--- src/rtl/pcie_rx_credit.sv ---
// rtl/pcie_rx_credit.sv - VC0 receive TLP snooper returning PCIe flow-control credits
//
// Watches the 16-bit receive TLP stream, classifies each TLP from its header
// and returns posted / non-posted header and data credits as one-cycle pulses.
// Also keeps saturating per-class statistics counters.
//
// Ports:
//   clk_125      in   system clock
//   sys_rst      in   synchronous reset, active-high
//   rx_st        in   first word of a TLP
//   rx_end       in   last word of a TLP
//   rx_data      in   TLP word, upper half of DW0 first
//   ph_cr        out  release one posted header credit
//   pd_cr        out  release pd_num posted data credits
//   pd_num       out  posted data credit count (0 unless pd_cr)
//   nph_cr       out  release one non-posted header credit
//   npd_cr       out  release one non-posted data credit
//   stat_p_cnt   out  posted TLPs committed
//   stat_np_cnt  out  non-posted TLPs committed
//   stat_cpl_cnt out  completions committed
//   stat_err_cnt out  malformed or aborted TLPs

module pcie_rx_credit #(
    parameter int CNT_W = 16
) (
    input  logic             clk_125,
    input  logic             sys_rst,
    input  logic             rx_st,
    input  logic             rx_end,
    input  logic [15:0]      rx_data,
    output logic             ph_cr,
    output logic             pd_cr,
    output logic [7:0]       pd_num,
    output logic             nph_cr,
    output logic             npd_cr,
    output logic [CNT_W-1:0] stat_p_cnt,
    output logic [CNT_W-1:0] stat_np_cnt,
    output logic [CNT_W-1:0] stat_cpl_cnt,
    output logic [CNT_W-1:0] stat_err_cnt
);

    localparam logic [1:0] S_IDLE = 2'd0;
    localparam logic [1:0] S_HDR1 = 2'd1;
    localparam logic [1:0] S_BODY = 2'd2;

    // Credit event word: {split, ph, pd, nph, npd, pd_num[7:0]}.
    // 'split' marks a 256-credit return whose second half follows next cycle.
    localparam int EV_W = 13;
    localparam logic [EV_W-1:0] SPLIT_TAIL = {1'b0, 1'b0, 1'b1, 1'b0, 1'b0, 8'd128};

    localparam logic [CNT_W-1:0] CNT_MAX = {CNT_W{1'b1}};
    localparam logic [CNT_W-1:0] CNT_ONE = CNT_W'(1);

    logic [1:0]       state_q, state_d;
    logic [1:0]       fmt_q, fmt_d;
    logic [4:0]       type_q, type_d;
    logic [9:0]       len_q, len_d;
    logic             split_q, split_d;
    logic             pend_q, pend_d;
    logic [EV_W-1:0]  pend_ev_q, pend_ev_d;
    logic [EV_W-1:0]  out_q, out_d;
    logic [CNT_W-1:0] p_cnt_q, np_cnt_q, cpl_cnt_q, err_cnt_q;

    logic             commit;
    logic             err_det;
    logic             has_data;
    logic             is_mem;
    logic             is_p;
    logic             is_np;
    logic             is_cpl;
    logic [9:0]       len_cur;
    logic [10:0]      lx;
    logic [10:0]      cr_sum;
    logic [8:0]       cr;
    logic [EV_W-1:0]  new_ev;
    logic             ev_valid;
    logic [2:0]       unused_bits;

    // Framing FSM. A new rx_st always restarts capture, whatever state we are in.
    always_comb begin
        state_d = state_q;
        fmt_d   = fmt_q;
        type_d  = type_q;
        len_d   = len_q;
        commit  = 1'b0;
        err_det = 1'b0;
        if (rx_st && rx_end) begin
            err_det = 1'b1;
            state_d = S_IDLE;
        end else if (rx_st) begin
            err_det = (state_q != S_IDLE);
            fmt_d   = rx_data[14:13];
            type_d  = rx_data[12:8];
            state_d = S_HDR1;
        end else begin
            case (state_q)
                S_HDR1: begin
                    len_d   = rx_data[9:0];
                    commit  = rx_end;
                    state_d = rx_end ? S_IDLE : S_BODY;
                end
                S_BODY: begin
                    if (rx_end) begin
                        commit  = 1'b1;
                        state_d = S_IDLE;
                    end
                end
                default: ;
            endcase
        end
    end

    assign has_data = fmt_q[1];
    assign is_mem   = (type_q == 5'b00000) || (type_q == 5'b00001);
    assign is_p     = (is_mem && has_data) || (type_q[4:3] == 2'b10);
    assign is_np    = (is_mem && !has_data) || (type_q == 5'b00010) ||
                      (type_q == 5'b00100) || (type_q == 5'b00101);
    assign is_cpl   = (type_q == 5'b01010) || (type_q == 5'b01011);

    // A 2-word TLP commits while its length word is still on the bus.
    assign len_cur  = (state_q == S_HDR1) ? rx_data[9:0] : len_q;
    assign lx       = (len_cur == 10'd0) ? 11'd1024 : {1'b0, len_cur};
    assign cr_sum   = lx + 11'd3;
    assign cr       = cr_sum[10:2];
    assign ev_valid = commit && (is_p || is_np);

    assign unused_bits = {rx_data[15], cr_sum[1:0]};

    always_comb begin
        new_ev = '0;
        if (commit && is_p) begin
            new_ev[11] = 1'b1;
            if (has_data) begin
                new_ev[10] = 1'b1;
                if (cr[8]) begin
                    new_ev[12]  = 1'b1;
                    new_ev[7:0] = 8'd128;
                end else begin
                    new_ev[7:0] = cr[7:0];
                end
            end
        end else if (commit && is_np) begin
            new_ev[9] = 1'b1;
            new_ev[8] = has_data;
        end
    end

    // Issue priority: split tail, then a parked event, then the fresh commit.
    always_comb begin
        out_d     = '0;
        pend_d    = pend_q;
        pend_ev_d = pend_ev_q;
        if (split_q) begin
            out_d = SPLIT_TAIL;
            if (ev_valid && !pend_q) begin
                pend_d    = 1'b1;
                pend_ev_d = new_ev;
            end
        end else if (pend_q) begin
            out_d     = pend_ev_q;
            pend_d    = ev_valid;
            pend_ev_d = new_ev;
        end else if (ev_valid) begin
            out_d = new_ev;
        end
        split_d = out_d[12];
    end

    always_ff @(posedge clk_125) begin
        if (sys_rst) begin
            state_q   <= S_IDLE;
            fmt_q     <= '0;
            type_q    <= '0;
            len_q     <= '0;
            split_q   <= 1'b0;
            pend_q    <= 1'b0;
            pend_ev_q <= '0;
            out_q     <= '0;
            p_cnt_q   <= '0;
            np_cnt_q  <= '0;
            cpl_cnt_q <= '0;
            err_cnt_q <= '0;
        end else begin
            state_q   <= state_d;
            fmt_q     <= fmt_d;
            type_q    <= type_d;
            len_q     <= len_d;
            split_q   <= split_d;
            pend_q    <= pend_d;
            pend_ev_q <= pend_ev_d;
            out_q     <= out_d;
            if (commit && is_p && p_cnt_q != CNT_MAX)
                p_cnt_q <= p_cnt_q + CNT_ONE;
            if (commit && is_np && np_cnt_q != CNT_MAX)
                np_cnt_q <= np_cnt_q + CNT_ONE;
            if (commit && is_cpl && cpl_cnt_q != CNT_MAX)
                cpl_cnt_q <= cpl_cnt_q + CNT_ONE;
            if ((err_det || (commit && !is_p && !is_np && !is_cpl)) && err_cnt_q != CNT_MAX)
                err_cnt_q <= err_cnt_q + CNT_ONE;
        end
    end

    assign ph_cr        = out_q[11];
    assign pd_cr        = out_q[10];
    assign nph_cr       = out_q[9];
    assign npd_cr       = out_q[8];
    assign pd_num       = out_q[7:0];
    assign stat_p_cnt   = p_cnt_q;
    assign stat_np_cnt  = np_cnt_q;
    assign stat_cpl_cnt = cpl_cnt_q;
    assign stat_err_cnt = err_cnt_q;

endmodule

--- config.mk ---
export PLATFORM = sky130hd
export DESIGN_NAME = pcie_rx_credit
export DESIGN_NICKNAME = d
export VERILOG_FILES = /design/src/rtl/pcie_rx_credit.sv
export SDC_FILE = /design/constraint.sdc
export NUM_CORES = 1
export LEC_CHECK = 0
export BUFFER_PORTS_ARGS = -buffer_cell sky130_fd_sc_hd__buf_2
export CORE_MARGIN = 1
export CORE_UTILIZATION = 56
export CTS_CLUSTER_DIAMETER = 200
export CTS_CLUSTER_SIZE = 25
export DETAILED_ROUTE_END_ITERATION = 8
export PLACE_DENSITY = 0.8
export SETUP_SLACK_MARGIN = 0.1
export SKIP_LAST_GASP = 1
export SLEW_MARGIN = 10
export SYNTH_ARGS = -nofsm -noshare
export SYNTH_HDL_FRONTEND = slang
export SYNTH_SLANG_ARGS = --single-unit
--- constraint.sdc ---
create_clock -name clk_125 -period 2.7 [get_ports clk_125]
set_clock_uncertainty 0.05 [all_clocks]
set_input_delay 0.81 -clock clk_125 [delete_from_list [all_inputs] [get_ports clk_125]]
set_output_delay 0.81 -clock clk_125 [all_outputs]
set_load 0.01 [all_outputs]
=== Yosys cells after proc, flatten, opt, wreduce, memory -nomap -nowiden ===
Index checks and enable logic that the tools add are counted.

* Memories: 0
* Input port bits: 20
* Bits in writable memories: 0
* ROM bits: 0
* Flip-flop bits (word level): 110
* Output and inout port bits: 76
* Bits in latches: 0
* Word-level logic and storage cells: 109

* Shift operators: 0
* Div/mod/pow operators: 0
* Multiply operators: 0
* Add/subtract/negate cells: 5
* $lt $le $gt $ge: 0
* Equality and inequality tests: 16
* Reductions and logical operators: 42
* Muxes and demuxes: 30
* Bitwise operators: 2

{| class="wikitable"
|+ Operator list
! cell !! number
|-
| two-way mux 13 bit || 6
|-
| adder 16 x 1 -> 16 bit, second input constant || 4
|-
| != test 16 bit, second input constant || 4
|-
| two-way mux 8 bit || 3
|-
| logical AND 1 bit || 15
|-
| two-way mux 1 bit || 12
|-
| adder 11 x 2 -> 11 bit, second input constant || 1
|-
| two-way mux 11 bit || 1
|-
| equality test 5 x 3 -> 1 bit, second input constant || 2
|-
| equality test 5 x 4 -> 1 bit, second input constant || 2
|-
| zero test 10 bit || 1
|-
| two-way mux 10 bit || 1
|-
| AND reduction 2 bit || 5
|-
| logical OR 1 bit || 8
|-
| two-way mux 2 bit || 4
|-
| nonzero test 2 bit || 3
|-
| equality test 5 x 1 -> 1 bit, second input constant || 1
|-
| equality test 5 x 2 -> 1 bit, second input constant || 1
|-
| zero test 1 bit || 5
|-
| zero test 5 bit || 1
|-
| equality test 2 bit, second input constant || 2
|-
| case mux 2 bit (2 select lines) || 1
|-
| OR reduction 2 bit || 2
|-
| two-way mux 3 bit || 1
|-
| other kinds (8) || 9
|}

=== Longest topological paths before layout ===
Gate-level depths: netlist of run 1.

* Depth after elaboration: 12
* Depth in mapped cells: 9
* Mapped depth without buffers: 8

=== Worst setup path after synthesis of run 1 ===
Ideal clock, no wire load.

* Path kind: input to register
* Start: input rx_st
* End: register np_cnt_q[15], in the netlist stat_np_cnt[15]
* Stages: 7
* Required time: 2.522 ns
* Buffers on the path: 1
* Library setup time: 0.128 ns
* Setup slack: 0.415 ns
* Data arrival time: 2.108 ns
* Cell sequence: and4bb_4 > nand4bb_1 > buf_6 > nor4b_4 > nand4_1 > xor2_1 > nor2_1

* Cells in the longest elaborated chain, start to end: 4
* Elaborated cells between the ends (all ways): 5
* Those cells by class: mux: 2; reduce/logical: 3

{| class="wikitable"
|+ RTL lines
! element !! line !! text
|-
| start: declaration || 28 || <nowiki>input logic rx_st,</nowiki>
|-
| two-way mux 1 bit / logical AND 1 bit (equally long branches) || 90, 87 ||
|-
| two-way mux 1 bit * || 87 || <nowiki>if (rx_st && rx_end) begin</nowiki>
|-
| logical AND 1 bit * (2 in a row) || 194 || <nowiki>if (commit && is_np && np_cnt_q != CNT_MAX)</nowiki>
|-
| end signal: assignment || 195 || <nowiki>np_cnt_q <= np_cnt_q + CNT_ONE;</nowiki>
|-
| end: declaration || 62 || <nowiki>logic [CNT_W-1:0] p_cnt_q, np_cnt_q, cpl_cnt_q, err_cnt_q;</nowiki>
|}

Mark *: on every way between the ends. The rest lies on a longest branch, timed or not.
A chain may end at the register's enable or synchronous reset.

=== Final worst setup path of run 1 ===
* Start: register state_q[1]
* End: register pend_ev_q[12]

* Cells in the longest elaborated chain, start to end: 10
* Elaborated cells between the ends (all ways): 20
* Those cells by class: add/sub: 1; eq/ne: 3; mux: 11; reduce/logical: 5

{| class="wikitable"
|+ RTL lines
! element !! line !! text
|-
| start: declaration || 54 || <nowiki>logic [1:0] state_q, state_d;</nowiki>
|-
| start signal: assignment || 184 || <nowiki>state_q <= state_d;</nowiki>
|-
| equality test 2 x 1 -> 1 bit || 96, 121 ||
|-
| two-way mux 10 bit || n/a ||
|-
| zero test 10 bit || 122 || <nowiki>assign lx = (len_cur == 10'd0) ? 11'd1024 : {1'b0, len_cur};</nowiki>
|-
| two-way mux 11 bit || 122 ||
|-
| adder 11 x 2 -> 11 bit || 123 || <nowiki>assign cr_sum = lx + 11'd3;</nowiki>
|-
| two-way mux 1 bit || 135 || <nowiki>if (cr[8]) begin</nowiki>
|-
| two-way mux 1 bit || 133 || <nowiki>if (has_data) begin</nowiki>
|-
| two-way mux 3 bit || 131 || <nowiki>if (commit && is_p) begin</nowiki>
|-
| two-way mux 13 bit (on tied branches) || 159, 155 ||
|-
| two-way mux 13 bit || 153 || <nowiki>if (split_q) begin</nowiki>
|-
| end signal: assignment || 190 || <nowiki>pend_ev_q <= pend_ev_d;</nowiki>
|-
| end: declaration || 60 || <nowiki>logic [EV_W-1:0] pend_ev_q, pend_ev_d;</nowiki>
|}

Parallel ways exist; a longest one is shown, timed or not. The select of a mux whose other input is x is not followed.

==> results.yml, run 1 <==
final_layout:
  n_antenna_cell: 0
  layout.cells.most_common: "dfxtp_1"
  drive_above_1_share: 0.197
  stdcell_area_um2: 5910
  finalCoreUtilization: 0.671
  area_growth_pct: 14.6
  nets: 712
  final_cells: 798
  mostFrequentLayoutCells: "109 x dfxtp_1, 105 x nor2_1, 93 x buf_2"
timing:
  relSlewSlack: 0.437
  layout_min_cycle_time_ns: 2.37
  tns_ns: 0
  maxSlewViolCount: 0
  grt_setup_unrepaired: "no"
  hold_viol_final: 0
  fin_hold_ws_ns: 0.406
  setup_viol: 0
  setup_slack_ns: 0.334
  worst_pin_slew_ns: 0.843
  fin_crit_sh: 0.876
  max_freq_mhz: 423
pwr:
  finalPower_mw: 2.80
  p_int_mw: 2.14
  p_seq_frac: 0.583
  power_density_nw_per_um2: 474
  p_sw_mw: 0.662
  combPwrFrac: 0.058
  clkPwrFrac: 0.358
  ir_drop_mv: 0.277
  p_leak_nw: 2.31
  swShare: 0.236
critical_path:
  crit_path_max_fanout: 11
  worst_setup_path_end_kind: "register"
  arrival_ns: 2.62
  r2r_slack_ns: 0.33
  crit_type: "register to register"
  critPathRequiredTime_ns: 2.95
  cp-start-kind: "register"
logic_synthesis:
  ys_seq_elements: 109
  yosysTopAreaCellShare: 0.423
  netlist-cell-type-count: 60
  yosys-top-cells-area: "dfxtp_1 42%, nor2_1 7.6%, mux2i_1 5.2%, xnor2_1 4.8%, xor2_1 3.9%"
  synthCells: 599
  syn-num-nets: 626
  synth_area_leader_cell: "dfxtp_1"
  yosys_warnings: 0
  ys.flop_type: "dfxtp_1"
  yosysSeqAreaShare: 0.423
  syn_area_per_cell_um2: 8.61
  synth_edf_count: 0
  syn_area_um2: 5160
  async_reset_ff_frac: 0
min_path:
  min_path_type: "register to register"
drt:
  dr.first_iter.drc_count: 210
  avgViaCountPerCell: 5.63
  antenna_left: 0
  first_pass_iters: 7
  routed-via-count: 4491
  wirelength_um: 10700
  wl_per_cell_um: 13.5
  drcViolationCount: 10
place:
  dpl_cell_area_um2: 5710
  dp_slack_ns: 0.105
  routabilityCongestion: 0.842
  hpwl_um: 7600
  io_buffers: 93
  placedCellCount: 782
grt:
  overflow: 0
  grt_pass1_wl_um: 18300
  first_global_vias: 4030
  grtUsageTotal: 0.228
  grt_max_degree: 101
  antenna_found_initial: 0
floorplanning:
  coreArea_um2: 8810
  fp.dieH_um: 98.0
  ios: 96
  fp-row-count: 34
  start_util: 0.586
  fp.dieW_um: 98.0
  dieArea_um2: 9600
cts:
  cts.sinks: 109
  clockRootBuffer: "clkbuf_8"
  cts_tree: "yes"
  hold_buffers: 0
  path_clk_slew_ns: 0.10
  post_cts_buffers: 0
  insertion_delay_ns: 0.36
  cts_resized: 0
  clk_path_buf_depth: 2
  cts_made_buffers: 9
  htree_levels: 3
run_status:
  violations: "design-rule violations"
  outcome: "finished with violations"
run:
  drv_cap: 0
[layout make-up]
class / count / area [um^2]
well taps: 108 / 135
clock inverters: 5 / 60.1
clock buffers: 11 / 141
flip-flops and latches: 109 / 2180
repair buffers: 101 / 538
inverters: 13 / 48.8
multi-input cells: 451 / 2810
fillers: 769 / 2900
[path summary, 6_finish.rpt]
path | to | from | cells past startpoint
worst max register to register | pend_ev_q[12]$_SDFFE_PP0P_ | state_q[1]$_SDFFE_PP0P_ | 8
worst min-delay path | pend_ev_q[3]$_SDFFE_PP0P_ | pend_ev_q[3]$_SDFFE_PP0P_ | 2
worst min register to register | pend_ev_q[3]$_SDFFE_PP0P_ | pend_ev_q[3]$_SDFFE_PP0P_ | 2
worst max-delay path | pend_ev_q[12]$_SDFFE_PP0P_ | state_q[1]$_SDFFE_PP0P_ | 8
[logic make-up (layout without fill, tap and decap cells)]
logic type,count (synthesis),count (layout),share of synthesized area
XOR/XNOR,51,51,0.0866
AND/OR/NAND/NOR,281,281,0.278
multiplexers,29,29,0.0568
buffers and inverters,39,130,0.0330
AO/OA/AOI/OAI,83,83,0.106
adder cells (fa/ha/maj),7,7,0.0170
flip-flops,109,109,0.423
[synthesized netlist by cell type (10+ instances only)]
| cell type | instances |
|---|---|
| nand4_1 | 15 |
| nand2_1 | 48 |
| xnor2_1 | 28 |
| dfxtp_1 | 109 |
| inv_1 | 13 |
| nor3_1 | 15 |
| o21ai_0 | 15 |
| clkbuf_1 | 21 |
| nor4_1 | 10 |
| nand3_1 | 28 |
| a21oi_1 | 33 |
| or3_1 | 10 |
| mux2i_1 | 27 |
| nor2_1 | 105 |
| xor2_1 | 23 |
[worst max-delay path, cell delays in order, from the launching register on]
cell	delay (ns)
dfxtp_1	0.34
inv_1	0.08
ha_1	0.37
buf_4	0.26
or4b_2	0.59
o22ai_1	0.19
nand3_1	0.13
o21ai_0	0.13
a22o_1	0.17
[registers in the layout (all words and copies together), names as in the netlist, 2 cells and up]
name	cells
out_q	12
stat_p_cnt	16
stat_err_cnt	16
type_q	5
len_q	10
stat_cpl_cnt	16
state_q	2
stat_np_cnt	16
pend_ev_q	13
[power groups by stage]
stage                     combinational [mW]  sequential, mW  clock (mW)
final                                  0.164            1.63        1.00
after global routing                   0.180            1.64        1.09
after CTS                              0.164            1.63        1.03
after detailed placement               0.163            1.67           0
after global placement                 0.157            1.67           0
after floorplan                        0.115            1.67           0
[metal layers]
layer	global-route usage	part of all wire
met5	0	0
met1	0.300	0.46
met4	0.0781	0.013
met3	0.0308	0.044
met2	0.384	0.48
No activity file was read; power rests on OpenSTA's default activity.
==> run 2: changes to the inputs <==
- ABC_AREA: not set -> 0
- CELL_PAD_IN_SITES_DETAIL_PLACEMENT: not set -> 1
- CELL_PAD_IN_SITES_GLOBAL_PLACEMENT: not set -> 1
- CORE_UTILIZATION: 56 -> 41
- PLACE_DENSITY: 0.8 -> 0.79
==> results.yml, run 2 (synthesized netlist as in run 1, its figures left out) <==
floorplanning:
  start_util: 0.426
  fp-row-count: 40
  ios: 96
  dieArea_um2: 13000
  coreArea_um2: 12100
  fp.dieH_um: 114
  fp.dieW_um: 114
drt:
  routed-via-count: 4507
  wl_per_cell_um: 15.1
  dr.first_iter.drc_count: 180
  drcViolationCount: 0
  antenna_left: 0
  wirelength_um: 13000
  first_pass_iters: 4
  avgViaCountPerCell: 5.23
cts:
  cts_tree: "yes"
  clockRootBuffer: "clkbuf_16"
  cts_made_buffers: 9
  hold_buffers: 0
  post_cts_buffers: 0
  cts.sinks: 109
  insertion_delay_ns: 0.35
  cts_resized: 0
  path_clk_slew_ns: 0.07
  clk_path_buf_depth: 2
  htree_levels: 3
timing:
  relSlewSlack: 0.596
  fin_crit_sh: 0.857
  tns_ns: 0
  fin_hold_ws_ns: 0.413
  layout_min_cycle_time_ns: 2.31
  max_freq_mhz: 432
  grt_setup_unrepaired: "no"
  setup_slack_ns: 0.385
  setup_viol: 0
  worst_pin_slew_ns: 0.601
  maxSlewViolCount: 0
  hold_viol_final: 0
pwr:
  finalPower_mw: 3.06
  p_leak_nw: 2.36
  power_density_nw_per_um2: 503
  ir_drop_mv: 0.264
critical_path:
  crit_path_max_fanout: 9
  worst_setup_path_end_kind: "register"
  r2r-end: "stat_np_cnt[15]$_SDFFE_PP0P_"
  critPathRequiredTime_ns: 2.87
  arrival_ns: 2.49
  crit_type: "register to register"
  r2r_slack_ns: 0.39
  reg2reg_depth: 9
  regToRegStartpoint: "state_q[0]$_SDFFE_PP0P_"
  cp-start-kind: "register"
final_layout:
  finalCoreUtilization: 0.502
  n_antenna_cell: 0
  stdcell_area_um2: 6080
  mostFrequentLayoutCells: "109 x dfxtp_1, 105 x nor2_1, 93 x buf_2"
  final_cells: 862
  area_growth_pct: 17.9
  nets: 716
  drive_above_1_share: 0.200
  layout.cells.most_common: "dfxtp_1"
grt:
  grtUsageTotal: 0.209
  grt_max_degree: 51
  grt_pass1_wl_um: 21800
  first_global_vias: 4564
  overflow: 0
  antenna_found_initial: 0
place:
  dp_slack_ns: 0.109
  hpwl_um: 9570
  dpl_cell_area_um2: 5800
  io_buffers: 93
  routabilityCongestion: 0.824
  placedCellCount: 846
min_path:
  min_delay_worst_endpoint: "pend_ev_q[5]$_SDFFE_PP0P_"
  min_path_cells: 2
  min_path_type: "register to register"
  hp-start: "pend_ev_q[5]$_SDFFE_PP0P_"
run_status:
  outcome: "completed"
run:
  drv_cap: 0
## run 2: cell count changes in the layout (fill, tap and decap cells not counted), sizes merged
cell / delta
buf: +4
bufinv: -1
clkbuf: +2
clkinv: -2
clkinvlp: +1
## run 2: how the worst max path moves through the flow
stage	start	to	slack, ns	depth (start not counted)
floorplan	rx_st	stat_np_cnt[15]$_SDFFE_PP0P_	0.41	7
global placement	rx_st	stat_np_cnt[15]$_SDFFE_PP0P_	0.13	8
detailed placement	rx_st	stat_cpl_cnt[14]$_SDFFE_PP0P_	0.11	8
CTS	state_q[0]$_SDFFE_PP0P_	stat_np_cnt[11]$_SDFFE_PP0P_	0.37	9
global route	state_q[0]$_SDFFE_PP0P_	stat_err_cnt[1]$_SDFFE_PP0P_	0.15	8
finish	state_q[0]$_SDFFE_PP0P_	stat_np_cnt[15]$_SDFFE_PP0P_	0.39	9
## run 2: layer usage
metal,part of all wire,GRT usage,vias to the layer above
met4,0.015,0.0797,0
met3,0.024,0.0286,12
met1,0.48,0.259,2170
met2,0.49,0.366,61
li1,-,-,2264
met5,0,0,-
## run 2: critical path, cell delays in order (launching register included)
cell and delay (ns):
dfxtp_1 0.37, inv_1 0.07, ha_1 0.32, and4bb_4 0.30
nand4bb_1 0.10, buf_4 0.19, nor4b_4 0.42, nand4_1 0.16
xor2_1 0.15, nor2_1 0.05
## run 2: cell type report
type                            instances  area, um^2
Sequential cell                       109        2180
Fill cell                            1518        6030
Multi-Input combinational cell        451        2810
Clock inverter                          3        20.0
Clock buffer                           13         260
Tap cell                              168         210
Timing Repair Buffer                  105         556
Inverter                               13        48.8
## run 2: power breakdown
| group | switching (mW) | internal [mW] | leakage (nW) |
|---|---|---|---|
| Clock | 0.581 | 0.676 | 0.132 |
| Combinational | 0.105 | 0.0624 | 1.34 |
| Sequential | 0.0155 | 1.62 | 0.879 |
| Total | 0.701 | 2.36 | 2.36 |
==> run 3: changes to the inputs <==
- CTS_CLUSTER_DIAMETER: 200 -> 50
- GPL_TIMING_DRIVEN: not set -> 0
==> results.yml, run 3 (synthesized netlist as in run 1, its figures left out) <==
floorplanning:
  start_util: 0.426
  fp.dieW_um: 114
  fp-row-count: 40
  dieArea_um2: 13000
  fp.dieH_um: 114
  coreArea_um2: 12100
  ios: 96
timing:
  worst_pin_slew_ns: 0.717
  relSlewSlack: 0.520
  maxSlewViolCount: 0
  setup_viol: 0
  hold_viol_final: 0
  fin_crit_sh: 0.892
  layout_min_cycle_time_ns: 2.41
  setup_slack_ns: 0.291
  max_freq_mhz: 415
  grt_setup_unrepaired: "no"
  tns_ns: 0
grt:
  grt_pass1_wl_um: 22800
  overflow: 0
  grtUsageTotal: 0.220
  first_global_vias: 4674
  grt_max_degree: 16
  antenna_found_initial: 0
final_layout:
  nets: 730
  multiInputGateArea_um2: 2820
  drive_above_1_share: 0.187
  seq_area_um2: 2180
  n_antenna_cell: 0
  nFillCells: 1492
  area_growth_pct: 18.9
  layout.cells.most_common: "dfxtp_1"
  mostFrequentLayoutCells: "109 x dfxtp_1, 105 x nor2_1, 94 x buf_2"
critical_path:
  reg2reg_depth: 9
  regToRegStartpoint: "state_q[1]$_SDFFE_PP0P_"
  arrival_ns: 2.65
  r2r_slack_ns: 0.29
  crit_path_max_fanout: 10
  cp-start-kind: "register"
  r2r-end: "pend_ev_q[12]$_SDFFE_PP0P_"
  critPathRequiredTime_ns: 2.94
  worst_setup_path_end_kind: "register"
  crit_type: "register to register"
place:
  routabilityCongestion: 0.817
  dp_slack_ns: 0.00256
  hpwl_um: 10300
  io_buffers: 93
cts:
  cts_tree: "yes"
  insertion_delay_ns: 0.35
  path_clk_slew_ns: 0.07
  cts_resized: 0
  post_cts_buffers: 0
  htree_levels: 3
  clockRootBuffer: "clkbuf_16"
  cts_made_buffers: 9
  hold_buffers: 0
  clk_path_buf_depth: 2
  cts.sinks: 109
drt:
  wirelength_um: 13700
  drcViolationCount: 0
  dr.first_iter.drc_count: 154
  routed-via-count: 4657
  wl_per_cell_um: 15.7
  first_pass_iters: 4
  antenna_left: 0
  avgViaCountPerCell: 5.33
min_path:
  min_path_cells: 2
  hp-start: "pend_ev_q[3]$_SDFFE_PP0P_"
  min_delay_worst_endpoint: "pend_ev_q[3]$_SDFFE_PP0P_"
  min_path_type: "register to register"
run_status:
  outcome: "completed"
pwr:
  p_leak_nw: 2.35
  ir_drop_mv: 0.246
  power_density_nw_per_um2: 510
run:
  drv_cap: 0
run 3: changes by cell type in the layout (fill, tap and decap cells not counted), moves of 2 or more:
cell,before,now
clkbuf_1,2,23
buf_6,0,3
buf_4,12,0
clkinvlp_4,2,0
run 3: cell type report:
cell class,instances,share of cell area
multi-input combinational,451,0.460
sequential,109,0.356
timing repair buffer,93,0.0759
clock buffer,12,0.0402
tap,168,0.0343
buffer,26,0.0198
inverter,13,0.00796
clock inverter,2,0.00571
run 3: layer usage:
layer | wire, um | vias to the layer above | GRT usage
li1 | - | 2303 | -
met4 | 167 | 0 | 0.0675
met3 | 391 | 12 | 0.0334
met5 | 0 | - | 0
met1 | 6310 | 2269 | 0.275
met2 | 6820 | 73 | 0.389
run 3: power breakdown:
group	internal [mW]	switching, mW
logic	0.0653	0.113
clock network	0.735	0.578
registers	1.62	0.0155
run 3: through the flow:
step	hold slack, ns	power, mW	cells	util	instance area [um^2]
final	0.410	3.13	874	0.506	6130
after global placement	0.392	1.84	860	0.482	5830
after CTS	0.413	3.15	874	0.505	6110
after global routing	0.437	3.25	874	0.506	6130
after floorplan	0.375	1.79	599	-	5160
after detailed placement	0.403	1.85	860	0.482	5830
run 3: critical path, cell delays in order, from the launching register on:
cell     delay, ns
dfxtp_1       0.33
inv_1         0.08
ha_1          0.21
buf_2         0.24
nand2_1       0.12
o22ai_2       0.35
nand3_1       0.19
or2_2         0.33
o21ai_0       0.26
a22o_1        0.18
run 3: worst max path at each step:
stage,startpoint,endpoint,slack (ns),depth (start not counted)
floorplan,rx_st,stat_np_cnt[15]$_SDFFE_PP0P_,0.41,7
global placement,rx_st,stat_p_cnt[10]$_SDFFE_PP0P_,0.04,7
detailed placement,rx_st,stat_p_cnt[6]$_SDFFE_PP0P_,0.003,7
CTS,state_q[0]$_SDFFE_PP0P_,stat_p_cnt[6]$_SDFFE_PP0P_,0.25,8
global route,state_q[1]$_SDFFE_PP0P_,split_q$_SDFF_PP0_,0.14,9
finish,state_q[1]$_SDFFE_PP0P_,pend_ev_q[12]$_SDFFE_PP0P_,0.29,9
